**src/rtl/fpnew_sdotp_arbiter.sv**
```systemverilog
// rtl/fpnew_sdotp_arbiter.sv - shares one SDOTP/VSUM datapath among NumReq requesters with credits
// Define FPNEW_SDOTP_ARB_FIXED_PRIO_EN for fixed lowest-index-wins priority instead of round-robin.
module fpnew_sdotp_arbiter #(
    parameter int unsigned NumReq         = 2,
    parameter int unsigned OperandWidth   = 64,
    parameter int unsigned TagWidth       = 4,
    parameter int unsigned MaxOutstanding = 4,
    parameter int unsigned NumFpFormats   = 5,
    parameter int unsigned RndModeWidth   = 3,
    parameter int unsigned OpWidth        = 4,
    parameter int unsigned FmtWidth       = 3,
    parameter int unsigned StatusWidth    = 5,
    localparam int unsigned IdWidth       = (NumReq > 1) ? $clog2(NumReq) : 1,
    localparam int unsigned UnitTagWidth  = IdWidth + TagWidth
) (
    input  logic                                          clk_i,
    input  logic                                          rst_ni,
    input  logic [NumReq-1:0]                             req_valid_i,
    output logic [NumReq-1:0]                             req_ready_o,
    input  logic [NumReq-1:0][2:0][OperandWidth-1:0]      req_operands_i,
    input  logic [NumReq-1:0][NumFpFormats-1:0][2:0]      req_is_boxed_i,
    input  logic [NumReq-1:0][RndModeWidth-1:0]           req_rnd_mode_i,
    input  logic [NumReq-1:0][OpWidth-1:0]                req_op_i,
    input  logic [NumReq-1:0]                             req_op_mod_i,
    input  logic [NumReq-1:0][FmtWidth-1:0]               req_src_fmt_i,
    input  logic [NumReq-1:0][FmtWidth-1:0]               req_dst_fmt_i,
    input  logic [NumReq-1:0][TagWidth-1:0]               req_tag_i,
    output logic [NumReq-1:0]                             rsp_valid_o,
    input  logic [NumReq-1:0]                             rsp_ready_i,
    output logic [OperandWidth-1:0]                       rsp_result_o,
    output logic [StatusWidth-1:0]                        rsp_status_o,
    output logic [TagWidth-1:0]                           rsp_tag_o,
    output logic [2:0][OperandWidth-1:0]                  unit_operands_o,
    output logic [NumFpFormats-1:0][2:0]                  unit_is_boxed_o,
    output logic [RndModeWidth-1:0]                       unit_rnd_mode_o,
    output logic [OpWidth-1:0]                            unit_op_o,
    output logic                                          unit_op_mod_o,
    output logic [FmtWidth-1:0]                           unit_src_fmt_o,
    output logic [FmtWidth-1:0]                           unit_dst_fmt_o,
    output logic [UnitTagWidth-1:0]                       unit_tag_o,
    output logic                                          unit_in_valid_o,
    input  logic                                          unit_in_ready_i,
    input  logic [OperandWidth-1:0]                       unit_result_i,
    input  logic [StatusWidth-1:0]                        unit_status_i,
    input  logic [UnitTagWidth-1:0]                       unit_tag_i,
    input  logic                                          unit_out_valid_i,
    output logic                                          unit_out_ready_o,
    input  logic                                          flush_i,
    output logic                                          unit_flush_o,
    output logic                                          busy_o
);
    localparam int unsigned CntWidth = $clog2(MaxOutstanding + 1);

    typedef enum logic {ST_IDLE, ST_LOCKED} state_e;

    state_e                             r_state, w_state_n;
    logic [IdWidth-1:0]                 r_lock_id, w_lock_id_n;
    logic [NumReq-1:0][CntWidth-1:0]    r_cnt;
    logic [NumReq-1:0]                  w_eligible, w_inc, w_dec;
    logic                               w_arb_vld, w_grant_vld, w_in_valid, w_issue, w_retire;
    logic [IdWidth-1:0]                 w_arb_grant, w_grant, w_rsp_id;
    logic                               w_rsp_id_ok;

    function automatic logic [IdWidth-1:0] wrap_idx(input logic [IdWidth-1:0] base, input int unsigned off);
        int unsigned sum;
        sum = int'(base) + off;
        if (sum >= NumReq) sum = sum - NumReq;
        return IdWidth'(sum);
    endfunction

    always_comb begin
        w_eligible = '0;
        for (int i = 0; i < NumReq; i++) begin
            w_eligible[i] = req_valid_i[i] && (r_cnt[i] < CntWidth'(MaxOutstanding));
        end
    end

`ifdef FPNEW_SDOTP_ARB_FIXED_PRIO_EN
    always_comb begin
        w_arb_vld   = 1'b0;
        w_arb_grant = '0;
        for (int unsigned k = 0; k < NumReq; k++) begin
            if (!w_arb_vld && w_eligible[k]) begin
                w_arb_vld   = 1'b1;
                w_arb_grant = IdWidth'(k);
            end
        end
    end
`else
    logic [IdWidth-1:0] r_rr_ptr;

    // Search starts at the pointer so the last winner goes to the back of the line.
    always_comb begin
        w_arb_vld   = 1'b0;
        w_arb_grant = '0;
        for (int unsigned k = 0; k < NumReq; k++) begin
            if (!w_arb_vld && w_eligible[wrap_idx(r_rr_ptr, k)]) begin
                w_arb_vld   = 1'b1;
                w_arb_grant = wrap_idx(r_rr_ptr, k);
            end
        end
    end

    always_ff @(posedge clk_i or negedge rst_ni) begin
        if (!rst_ni) begin
            r_rr_ptr <= '0;
        end else if (w_issue) begin
            r_rr_ptr <= wrap_idx(w_grant, 1);
        end
    end
`endif

    always_comb begin
        w_state_n   = r_state;
        w_lock_id_n = r_lock_id;
        w_grant_vld = 1'b0;
        w_grant     = '0;
        case (r_state)
            ST_IDLE: begin
                w_grant_vld = w_arb_vld;
                w_grant     = w_arb_grant;
                if (w_arb_vld && !unit_in_ready_i) begin
                    w_state_n   = ST_LOCKED;
                    w_lock_id_n = w_arb_grant;
                end
            end
            ST_LOCKED: begin
                w_grant_vld = 1'b1;
                w_grant     = r_lock_id;
                if (unit_in_ready_i) w_state_n = ST_IDLE;
            end
            default: w_state_n = ST_IDLE;
        endcase
        if (flush_i) w_state_n = ST_IDLE;
    end

    always_ff @(posedge clk_i or negedge rst_ni) begin
        if (!rst_ni) begin
            r_state   <= ST_IDLE;
            r_lock_id <= '0;
        end else begin
            r_state   <= w_state_n;
            r_lock_id <= w_lock_id_n;
        end
    end

    assign w_in_valid      = rst_ni && w_grant_vld && !flush_i;
    assign w_issue         = w_in_valid && unit_in_ready_i;
    assign unit_in_valid_o = w_in_valid;
    assign unit_operands_o = req_operands_i[w_grant];
    assign unit_is_boxed_o = req_is_boxed_i[w_grant];
    assign unit_rnd_mode_o = req_rnd_mode_i[w_grant];
    assign unit_op_o       = req_op_i[w_grant];
    assign unit_op_mod_o   = req_op_mod_i[w_grant];
    assign unit_src_fmt_o  = req_src_fmt_i[w_grant];
    assign unit_dst_fmt_o  = req_dst_fmt_i[w_grant];
    assign unit_tag_o      = {w_grant, req_tag_i[w_grant]};
    assign unit_flush_o    = flush_i;

    always_comb begin
        req_ready_o = '0;
        if (w_in_valid) req_ready_o[w_grant] = unit_in_ready_i;
    end

    assign w_rsp_id     = unit_tag_i[UnitTagWidth-1:TagWidth];
    assign w_rsp_id_ok  = {1'b0, w_rsp_id} < (IdWidth+1)'(NumReq);
    assign rsp_result_o = unit_result_i;
    assign rsp_status_o = unit_status_i;
    assign rsp_tag_o    = unit_tag_i[TagWidth-1:0];

    always_comb begin
        rsp_valid_o      = '0;
        unit_out_ready_o = 1'b0;
        if (rst_ni && w_rsp_id_ok) begin
            rsp_valid_o[w_rsp_id] = unit_out_valid_i;
            unit_out_ready_o      = rsp_ready_i[w_rsp_id];
        end
    end

    assign w_retire = unit_out_valid_i && unit_out_ready_o;

    always_comb begin
        w_inc = '0;
        w_dec = '0;
        for (int i = 0; i < NumReq; i++) begin
            w_inc[i] = w_issue && (w_grant == IdWidth'(i));
            w_dec[i] = w_retire && (w_rsp_id == IdWidth'(i));
        end
    end

    always_ff @(posedge clk_i or negedge rst_ni) begin
        if (!rst_ni) begin
            r_cnt <= '0;
        end else if (flush_i) begin
            r_cnt <= '0;
        end else begin
            for (int i = 0; i < NumReq; i++) begin
                if (w_inc[i] && !w_dec[i]) begin
                    r_cnt[i] <= r_cnt[i] + CntWidth'(1);
                end else if (!w_inc[i] && w_dec[i] && (r_cnt[i] != '0)) begin
                    r_cnt[i] <= r_cnt[i] - CntWidth'(1);
                end
            end
        end
    end

    assign busy_o = rst_ni && ((r_state == ST_LOCKED) || (|r_cnt) || unit_out_valid_i);

    // Responses must belong to a real requester that has work in flight.
    a_rsp_id: assert property (@(posedge clk_i) disable iff (!rst_ni) unit_out_valid_i |-> w_rsp_id_ok);
    a_rsp_cnt: assert property (@(posedge clk_i) disable iff (!rst_ni)
        (w_retire && !flush_i) |-> (r_cnt[w_rsp_id] != '0));
endmodule

```
**config.mk**
```make
export PLATFORM = sky130hd
export DESIGN_NAME = fpnew_sdotp_arbiter
export DESIGN_NICKNAME = d
export VERILOG_FILES = /design/src/rtl/fpnew_sdotp_arbiter.sv
export SDC_FILE = /design/constraint.sdc
export NUM_CORES = 1
export LEC_CHECK = 0
export BUFFER_PORTS_ARGS = -buffer_cell sky130_fd_sc_hd__buf_2
export CAP_MARGIN = 5
export CORE_AREA = 2 2 330 332
export DETAILED_ROUTE_END_ITERATION = 10
export DIE_AREA = 0 0 332 334
export PLACE_DENSITY_LB_ADDON = 0.3
export SETUP_SLACK_MARGIN = 0.3
export SLEW_MARGIN = 20
export SYNTH_ARGS = -nofsm -noshare
export SYNTH_HDL_FRONTEND = slang
export SYNTH_SLANG_ARGS = --single-unit
```
**constraint.sdc**
```tcl
create_clock -name clk_i -period 4 [get_ports clk_i]
set_input_delay 1.2 -clock clk_i [delete_from_list [all_inputs] [get_ports clk_i]]
set_output_delay 1.2 -clock clk_i [all_outputs]
set_load 0.005 [all_outputs]
```
==> metrics, run 1 <==
Post-Syn Nets=about 1400; clk sinks=9; Synth cell types=37; PD cells=about 260 nW/um^2; Pre-antenna DRT Iters=4; Least-Margin Pin Slew=just over 500 ps; Max VDD drop=roughly 0.12 mV; CP delay by family, top=buffers and inverters; post-synthesis register bit count=9; vias per std cell=roughly 2.9; Post-Syn Instances=872; H-Tree Depth=1; Routed Antenna Nets=0; share of the synthesized area in the top cell type=between 60% and 70%; Total GRT Usage=approximately an eighth; Iter 0 DRT Violations=around 320; relative slew slack=about 65%; Post-CTS Hold Buffers=0; Clock Power Share=5.0%; vias post-DR=8708; hold path cells=2; ys flop type=dfrtp_1; worst skew pair latency=approximately 240 ps; final net count=2110; post-route setup slack=between 70 and 80 ps; post-synthesis cell area=approximately 4000 sq um; CTS Root Cell=clkbuf_16; layout cells sized above 1=about 77%; fin crit period=roughly 4000 ps; CP cell instances=buf_6 > nor3b_4 > o31a_4 > inv_8 > buf_12 > buf_16 > buf_12 > buf_16 > buf_8 > nand2_2 > nand2_1 > buf_2; synth cell count leaders=nand2_1, buf_4, buf_2; crit path buf inv count=8; Critical Path RT=2800 ps; total grt overflow=0; RSZ-0062 raised after global routing=yes; pin count of the biggest net entering global routing=28; CORE AREA=~110000 sq um; Synth Warn #=0; Post-DP HPWL=~64000 um; fin crit share=between 90% and 100%; Post-synth EDFFs=0; Net Sw Frac=49.9%; stages on the worst setup path=12; Initial Util=3.72%; Reg2Reg Depth=13; status=finished, final reports clean; first-pass GRT wire length=between 90000 and 100000 um; PortBufs=about 700; clock skew=between 1.5 and 2 ps; Int Pwr=~1.8 mW; most common cell in the netlist=nand2_1; initial antenna violation count=11; CP max stage cell=o31a_4; Setup CP Type=input pin to output port; sw power=around 1.8 mW; Total Routed Length=between 70000 and 80000 um; GPL Wtd Cong=between 0.8 and 0.9; leakage=~7.5 nW; Synth area leader=nand2_1; Die Ht=roughly 330 um; worst hold path type=flip-flop to flip-flop; CTS tree=built; vias in the first global route=around 8500; Worst setup SP type=input pin; total CTS buffers=3; Die X=between 300 and 400 um; residual DRC count=0; Slew Viols, Final=0; Clock transition at path regs=about 40 ps; Post-synth ARST share=100%; top fanout value on the critical path=7; Die ar.=around 110000 sq um; combinational power share=between 90% and 100%; FP Rows=roughly 120; final count of negative-setup-slack endpoints=0; maximum clock path buffer count=2; drt wl/cell=between 20 and 30 um; I/O pin cnt=840; sequential element share of the synthesized area=5.61%; MaxCap Viol Count=0; ranking of synthesized cells by area=nand2_1, buf_4, dfrtp_1, buf_2, clkbuf_1; slowest stage delay, CP=roughly 340 ps; Critical Path Sink Type=output port; Syn Area/Cell=~4.6 sq um; synthesis-to-finish area growth=252%; Max Freq=between 200 and 300 MHz; Reg power frac=2.9%; Final Hold Fails=0; Worst Path Arrival=approximately 2700 ps; Total Power=about 3.6 mW; pre-CTS setup slack=-241 ps
cell families (layout without fill, tap and decap cells):
| logic type | Yosys count | count (layout) | share of synthesized area, % |
|---|---|---|---|
| AOI/OAI and AO/OA | 13 | 13 | 3.09 |
| muxes | 5 | 5 | 1.43 |
| xor gates and xnor gates | 1 | 1 | 0.218 |
| adders and majority gates | 2 | 2 | 0.998 |
| and+or+nand+nor | 710 | 710 | 68.3 |
| other | 0 | 2 | 0 |
| buffers and inverters | 132 | 834 | 20.4 |
| DFF | 9 | 9 | 5.61 |
power groups by stage:
stage          registers (mW)  clock network, mW  logic (mW)
6_report                0.106              0.180        3.34
5_1_grt                 0.107              0.188        3.54
4_1_cts                 0.106              0.184        2.79
3_5_place_dp            0.106                  0        2.00
3_3_place_gp            0.106                  0        2.02
2_1_floorplan           0.104                  0       0.635
tightest hold or removal path, cell delays in order, from the launching register on:
cell	delay (ps)
dfrtp_1	340
o31ai_1	70
o41ai_1	50
layout make-up:
cell class,count,area [sq um]
Antenna cell,2,5.00
Inverter,6,30.0
Fill cell,12600,93700
Tap cell,1414,1770
Timing Repair Buffer,824,6780
Multi-Input combinational cell,731,5250
Clock buffer,4,78.8
Sequential cell,9,225
routing by layer:
layer	global-route usage, %	up-vias	share of wire, %
met5	0	-	0.28
met4	0.899	10	1.3
met1	15.9	4048	41
met3	5.45	45	12
met2	19.9	641	45
li1	-	3964	-
what timing repair did:
action / in CTS / in global routing
buffers inserted: 22 / 17
gates resized for setup: 412 / 557
pin swaps: 75 / 233
setup endpoints to repair: 224 / 227
gates cloned: 20 / 11
path summary, 6_finish.rpt:
check / start / to / slack (ps)
worst max register to register: r_cnt[2] / r_cnt[2] / 1090
worst min-delay path: r_lock_id / r_lock_id / 500
max in group asynchronous: rst_ni / r_cnt[4] / 2930
worst min register to register: r_lock_id / r_lock_id / 500
min in group asynchronous: rst_ni / r_state / 910
worst max-delay path: req_valid_i[0] / unit_operands_o[171] / 70
through the flow:
step	cells	cell area [sq um]	TNS (ps)	util [%]	hold slack (ps)
after floorplan	872	4010	0	-	460
after CTS	2960	11800	0	10.9	498
after detailed placement	2914	9290	-3980	8.62	489
after global routing	2988	14100	0	13.1	545
final	2990	14100	0	13.1	496
after global placement	2914	9290	-4290	8.62	483
cells in the final DEF (no fill, tap or decap), drive strengths merged:
cell / Yosys / final
o41ai: 1 / 1
and2: 1 / 1
dfrtp: 9 / 9
nor3: 4 / 4
o21a: 1 / 1
clkbuf: 19 / 15
bufbuf: 0 / 1
nand2b: 1 / 1
o31a: 1 / 1
mux2: 3 / 3
o311ai: 1 / 1
a21o: 1 / 1
nor2: 9 / 9
nand4b: 1 / 1
o22a: 1 / 1
o21ai: 2 / 2
inv: 6 / 6
xor2: 1 / 1
or2: 1 / 1
nor2b: 6 / 6
or3: 3 / 3
buf: 107 / 812
o32ai: 1 / 1
o31ai: 2 / 2
o211a: 1 / 1
and3: 1 / 1
nand3: 1 / 1
nor3b: 4 / 4
o41a: 1 / 1
diode: 0 / 2
fa: 2 / 2
nand2: 678 / 678
mux2i: 2 / 2
registers in the layout, indices dropped and copies added (netlist names):
| register | count |
|---|---|
| r_cnt | 6 |
| r_lock_id | 1 |
| r_rr_ptr | 1 |
| r_state | 1 |
Power figures use the tool's default switching activity.
==> inputs of run 2 (changes only) <==
- RECOVER_POWER: unset -> 25
==> metrics, run 2 (same netlist as run 1, synthesis figures left out) <==
Worst setup SP type=input pin; Max Freq=about 250 MHz; max reg flops=6; vias per std cell=roughly 2.9; crit path buf inv count=8; final net count=~2100; maximum clock path buffer count=2; Die Ht=between 300 and 400 um; Post-CTS Hold Buffers=0; pin count of the biggest net entering global routing=28; Die ar.=111000 sq um; fin crit share=a little over nine tenths; Total GRT Usage=between 10 and 15%; total CTS buffers=3; PortBufs=approximately 700; CTS tree=built; worst-case hold path end point=r_lock_id; FP Rows=~120; total grt overflow=0; reg2reg setup slack=between 1000 and 1500 ps; pre-CTS setup slack=-241 ps; top fanout value on the critical path=7; non-filler cells, final=between 2000 and 3000; commonest cells after routing, fill and taps aside=buf_2, nand2_1, nand2_4; clk sinks=9; Total Routed Length=approximately 75000 um; status=finished, final reports clean; leading cell type in the layout, fill and taps excluded=buf_2; Pre-antenna DRT Iters=4; worst skew pair latency=~240 ps; Setup CP Type=input pin to output port; first-pass GRT wire length=approximately 90000 um; I/O pin cnt=840; hold path cells=2; CP max stage cell=o31a_4; drt wl/cell=between 20 and 30 um; worst hold path type=flip-flop to flip-flop; FF-to-FF Start=r_cnt[2]; RSZ-0062 raised after global routing=yes; Reg2Reg Depth=13; PD cells=257 nW/um^2; vias post-DR=slightly below 9000; Largest Register=r_cnt; post-route setup slack=slightly above 70 ps; CP cell instances=buf_6 > nor3b_4 > o31a_4 > inv_8 > buf_12 > buf_16 > buf_12 > buf_16 > buf_8 > nand2_2 > nand2_1 > buf_2; Critical Path RT=between 2000 and 3000 ps; CORE AREA=about 110000 sq um; Clock transition at path regs=~40 ps; fin crit period=3930 ps; Iter 0 DRT Violations=roughly 310; synthesis-to-finish area growth=252%; Max VDD drop=~0.12 mV; clock skew=about 1.4 ps; H-Tree Depth=1; Final Hold Fails=0; residual DRC count=0; relative slew slack=between 50% and 60%; Slew Viols, Final=0; Area after DPL=approximately 9300 sq um; Critical Path Sink Type=output port; Routed Antenna Nets=0; Worst Hold Launch=r_lock_id; Die X=between 300 and 400 um; CTS Root Cell=clkbuf_16; Post-DP HPWL=between 60000 and 70000 um; final count of negative-setup-slack endpoints=0; initial antenna violation count=11; CP delay by family, top=buffers and inverters; filler cell count=about 13000; Worst Path Arrival=~2700 ps; FF-to-FF End=r_cnt[2]; vias in the first global route=between 8000 and 9000; slowest stage delay, CP=340 ps; Total Power=between 3 and 4 mW; Finished Cell Area=14100 sq um; leakage=roughly 7.5 nW; GPL Wtd Cong=between 0.8 and 0.9; placed insts=slightly below 3000; Initial Util=~3.7%; layout cells sized above 1=76.9%; MaxCap Viol Count=0; Least-Margin Pin Slew=745 ps
run 2: changes by cell type in the layout (fill, tap and decap cells not counted):
cell,previous run,this run
clkbuf_1,1,3
buf_2,553,552
buf_4,32,31
run 2: final cells by class:
type / count / area (sq um) / area share, %
timing repair buffer: 824 / 6780 / 47.9
clock buffer: 4 / 78.8 / 0.558
inverter: 6 / 30.0 / 0.212
antenna: 2 / 5.00 / 0.0354
sequential: 9 / 225 / 1.59
tap: 1414 / 1770 / 12.5
multi-input combinational: 731 / 5250 / 37.1
run 2: worst register-to-register path: stages, from the launching register on:
cell and delay [ps]:
dfrtp_1 430, nor3b_4 230, o31a_4 230, inv_8 60, buf_16 150, buf_16 160
buf_4 150, buf_8 110, or3_4 390, inv_1 80, fa_1 190, nand3_1 70
o22a_1 230, mux2_4 300
run 2: what timing repair did:
| action | CTS | global route |
|---|---|---|
| hold endpoints to repair | 0 | 0 |
| buffers inserted | 22 | 17 |
| resized for setup | 412 | 557 |
| cloned | 20 | 11 |
| setup endpoints to repair | 224 | 227 |
| pin swaps | 75 | 233 |
run 2: per-layer routing:
layer | vias up | share of wire (%) | routed length, um | track usage, %
li1 | 3964 | - | - | -
met1 | 4046 | 41 | 31000 | 15.9
met2 | 641 | 45 | 33700 | 19.9
met3 | 45 | 12 | 8900 | 5.45
met4 | 10 | 1.3 | 981 | 0.899
met5 | - | 0.28 | 207 | 0
run 2: where the power goes:
part           internal [mW]  switching [mW]
clock network          0.134          0.0468
logic                   1.58            1.76
registers             0.0985         0.00742
total                   1.82            1.81
run 2: metrics by stage:
stage	hold WS [ps]	setup TNS [ps]	util, %
2_1_floorplan	460	0	-
3_3_place_gp	483	-4290	8.62
3_5_place_dp	489	-3980	8.62
4_1_cts	498	0	10.9
5_1_grt	545	0	13.1
6_report	496	0	13.1
run 2: worst max path at each step:
stage | startpoint | end | slack [ps] | cells past startpoint
after floorplan | req_valid_i[0] | unit_operands_o[100] | 390 | 8
after global placement | req_valid_i[0] | unit_op_o[3] | -260 | 9
after detailed placement | req_valid_i[0] | unit_op_o[3] | -240 | 9
after CTS | req_valid_i[0] | unit_operands_o[12] | 60 | 11
after global routing | req_valid_i[0] | unit_operands_o[167] | 5 | 12
final | req_valid_i[0] | unit_operands_o[171] | 70 | 12
==> inputs of run 3 (changes only) <==
- CTS_BUF_LIST: unset -> sky130_fd_sc_hd__clkbuf_16
==> metrics, run 3 (same netlist as run 1, synthesis figures left out) <==
clock skew=approximately 1.6 ps; Die X=332 um; Critical Path RT=2800 ps; Die ar.=~110000 sq um; hold path cells=2; worst skew pair latency=~240 ps; Final Hold Fails=0; commonest cells after routing, fill and taps aside=buf_2, nand2_1, nand2_4; Largest Register=r_cnt; leading cell type in the layout, fill and taps excluded=buf_2; Reg2Reg Depth=13; Pre-antenna DRT Iters=4; Finished Cell Area=14100 sq um; maximum clock path buffer count=2; CTS tree=built; FP Rows=between 100 and 150; CP max stage cell=o31a_4; RSZ-0062 raised after global routing=yes; Iter 0 DRT Violations=314; Total Routed Length=roughly 75000 um; Routed Antenna Nets=0; Setup CP Type=input pin to output port; fin crit period=3930 ps; Total Power=roughly 3.6 mW; pin count of the biggest net entering global routing=28; Net Sw Frac=50.0%; Worst setup SP type=input pin; drt wl/cell=25.0 um; H-Tree Depth=1; MaxCap Viol Count=0; CTS Root Cell=clkbuf_16; Clock transition at path regs=40 ps; slowest stage delay, CP=roughly 340 ps; CORE AREA=108000 sq um; clk sinks=9; filler cell count=between 10000 and 15000; vias in the first global route=around 8500; worst hold path type=flip-flop to flip-flop; vias per std cell=a little under 3; total grt overflow=0; CP cell instances=buf_6 > nor3b_4 > o31a_4 > inv_8 > buf_12 > buf_16 > buf_12 > buf_16 > buf_8 > nand2_2 > nand2_1 > buf_2; non-filler cells, final=2990; Worst Hold Slack=around 500 ps; Slew Viols, Final=0; first-pass GRT wire length=90100 um; sw power=1.81 mW; GPL Wtd Cong=about 0.85; residual DRC count=0; pre-CTS setup slack=-241 ps; fin crit share=a little over nine tenths; Int Pwr=about 1.8 mW; Least-Margin Pin Slew=roughly 740 ps; max reg flops=6; Post-CTS Hold Buffers=0; Max VDD drop=approximately 0.12 mV; layout cells sized above 1=76.9%; PD cells=257 nW/um^2; Total GRT Usage=12.4%; status=finished, final reports clean; synthesis-to-finish area growth=252%; top fanout value on the critical path=7; Max Freq=255 MHz; Die Ht=roughly 330 um; I/O pin cnt=between 800 and 900; combinational power share=~90%; final core utilization=roughly an eighth; final net count=around 2100; total negative slack=0 ps; final count of negative-setup-slack endpoints=0; Post-DP HPWL=63600 um; relative slew slack=about 50%; Reg power frac=2.9%; vias post-DR=just under 9000; PortBufs=between 600 and 700; initial antenna violation count=11; Worst Path Arrival=roughly 2700 ps; Initial Util=~3.7%; Area after DPL=roughly 9300 sq um; post-route setup slack=slightly above 70 ps; total CTS buffers=3; Clock Power Share=between 4 and 5%; leakage=roughly 7.5 nW; placed insts=between 2000 and 3000; Critical Path Sink Type=output port
[run 3: layout make-up]
| class | count | area, sq um | share of cell area, % |
|---|---|---|---|
| timing repair buffer | 824 | 6780 | 47.9 |
| multi-input combinational | 731 | 5250 | 37.1 |
| tap | 1414 | 1770 | 12.5 |
| sequential | 9 | 225 | 1.59 |
| clock buffer | 3 | 75.1 | 0.531 |
| inverter | 6 | 30.0 | 0.212 |
| antenna | 2 | 5.00 | 0.0354 |
| clock inverter | 1 | 3.75 | 0.0266 |
[run 3: critical path, delay by kind of cell]
family | cells | cell delay [ps]
buffers and inverters | 8 | 930
AOI/OAI and AO/OA | 1 | 340
and+or+nand+nor | 3 | 250
[run 3: worst paths after layout]
path | startpoint | endpoint | slack, ps
worst max-delay path | req_valid_i[0] | unit_operands_o[171] | 70
worst min-delay path | r_lock_id | r_lock_id | 500
worst max register to register | r_cnt[2] | r_cnt[2] | 1090
worst min register to register | r_lock_id | r_lock_id | 500
max in group asynchronous | rst_ni | r_cnt[4] | 2400
min in group asynchronous | rst_ni | r_state | 1130
[run 3: repair_timing]
action / 4_1_cts / 5_1_grt
pin swaps: 75 / 233
setup buffers: 22 / 17
gates resized for setup: 412 / 557
cloned: 20 / 11
endpoints found under the setup margin: 224 / 227
[run 3: power by group through the flow]
stage / sequential (mW) / clock (mW) / combinational, mW
3_5_place_dp: 0.106 / 0 / 2.00
3_3_place_gp: 0.106 / 0 / 2.02
2_1_floorplan: 0.104 / 0 / 0.635
6_report: 0.106 / 0.178 / 3.34
5_1_grt: 0.107 / 0.186 / 3.54
4_1_cts: 0.106 / 0.181 / 2.79
[run 3: metal layers]
metal  share of wire [%]  global-route usage (%)
met3                  12                    5.45
met5                0.28                       0
met2                  45                    19.9
met4                 1.3                   0.899
met1                  41                    15.9
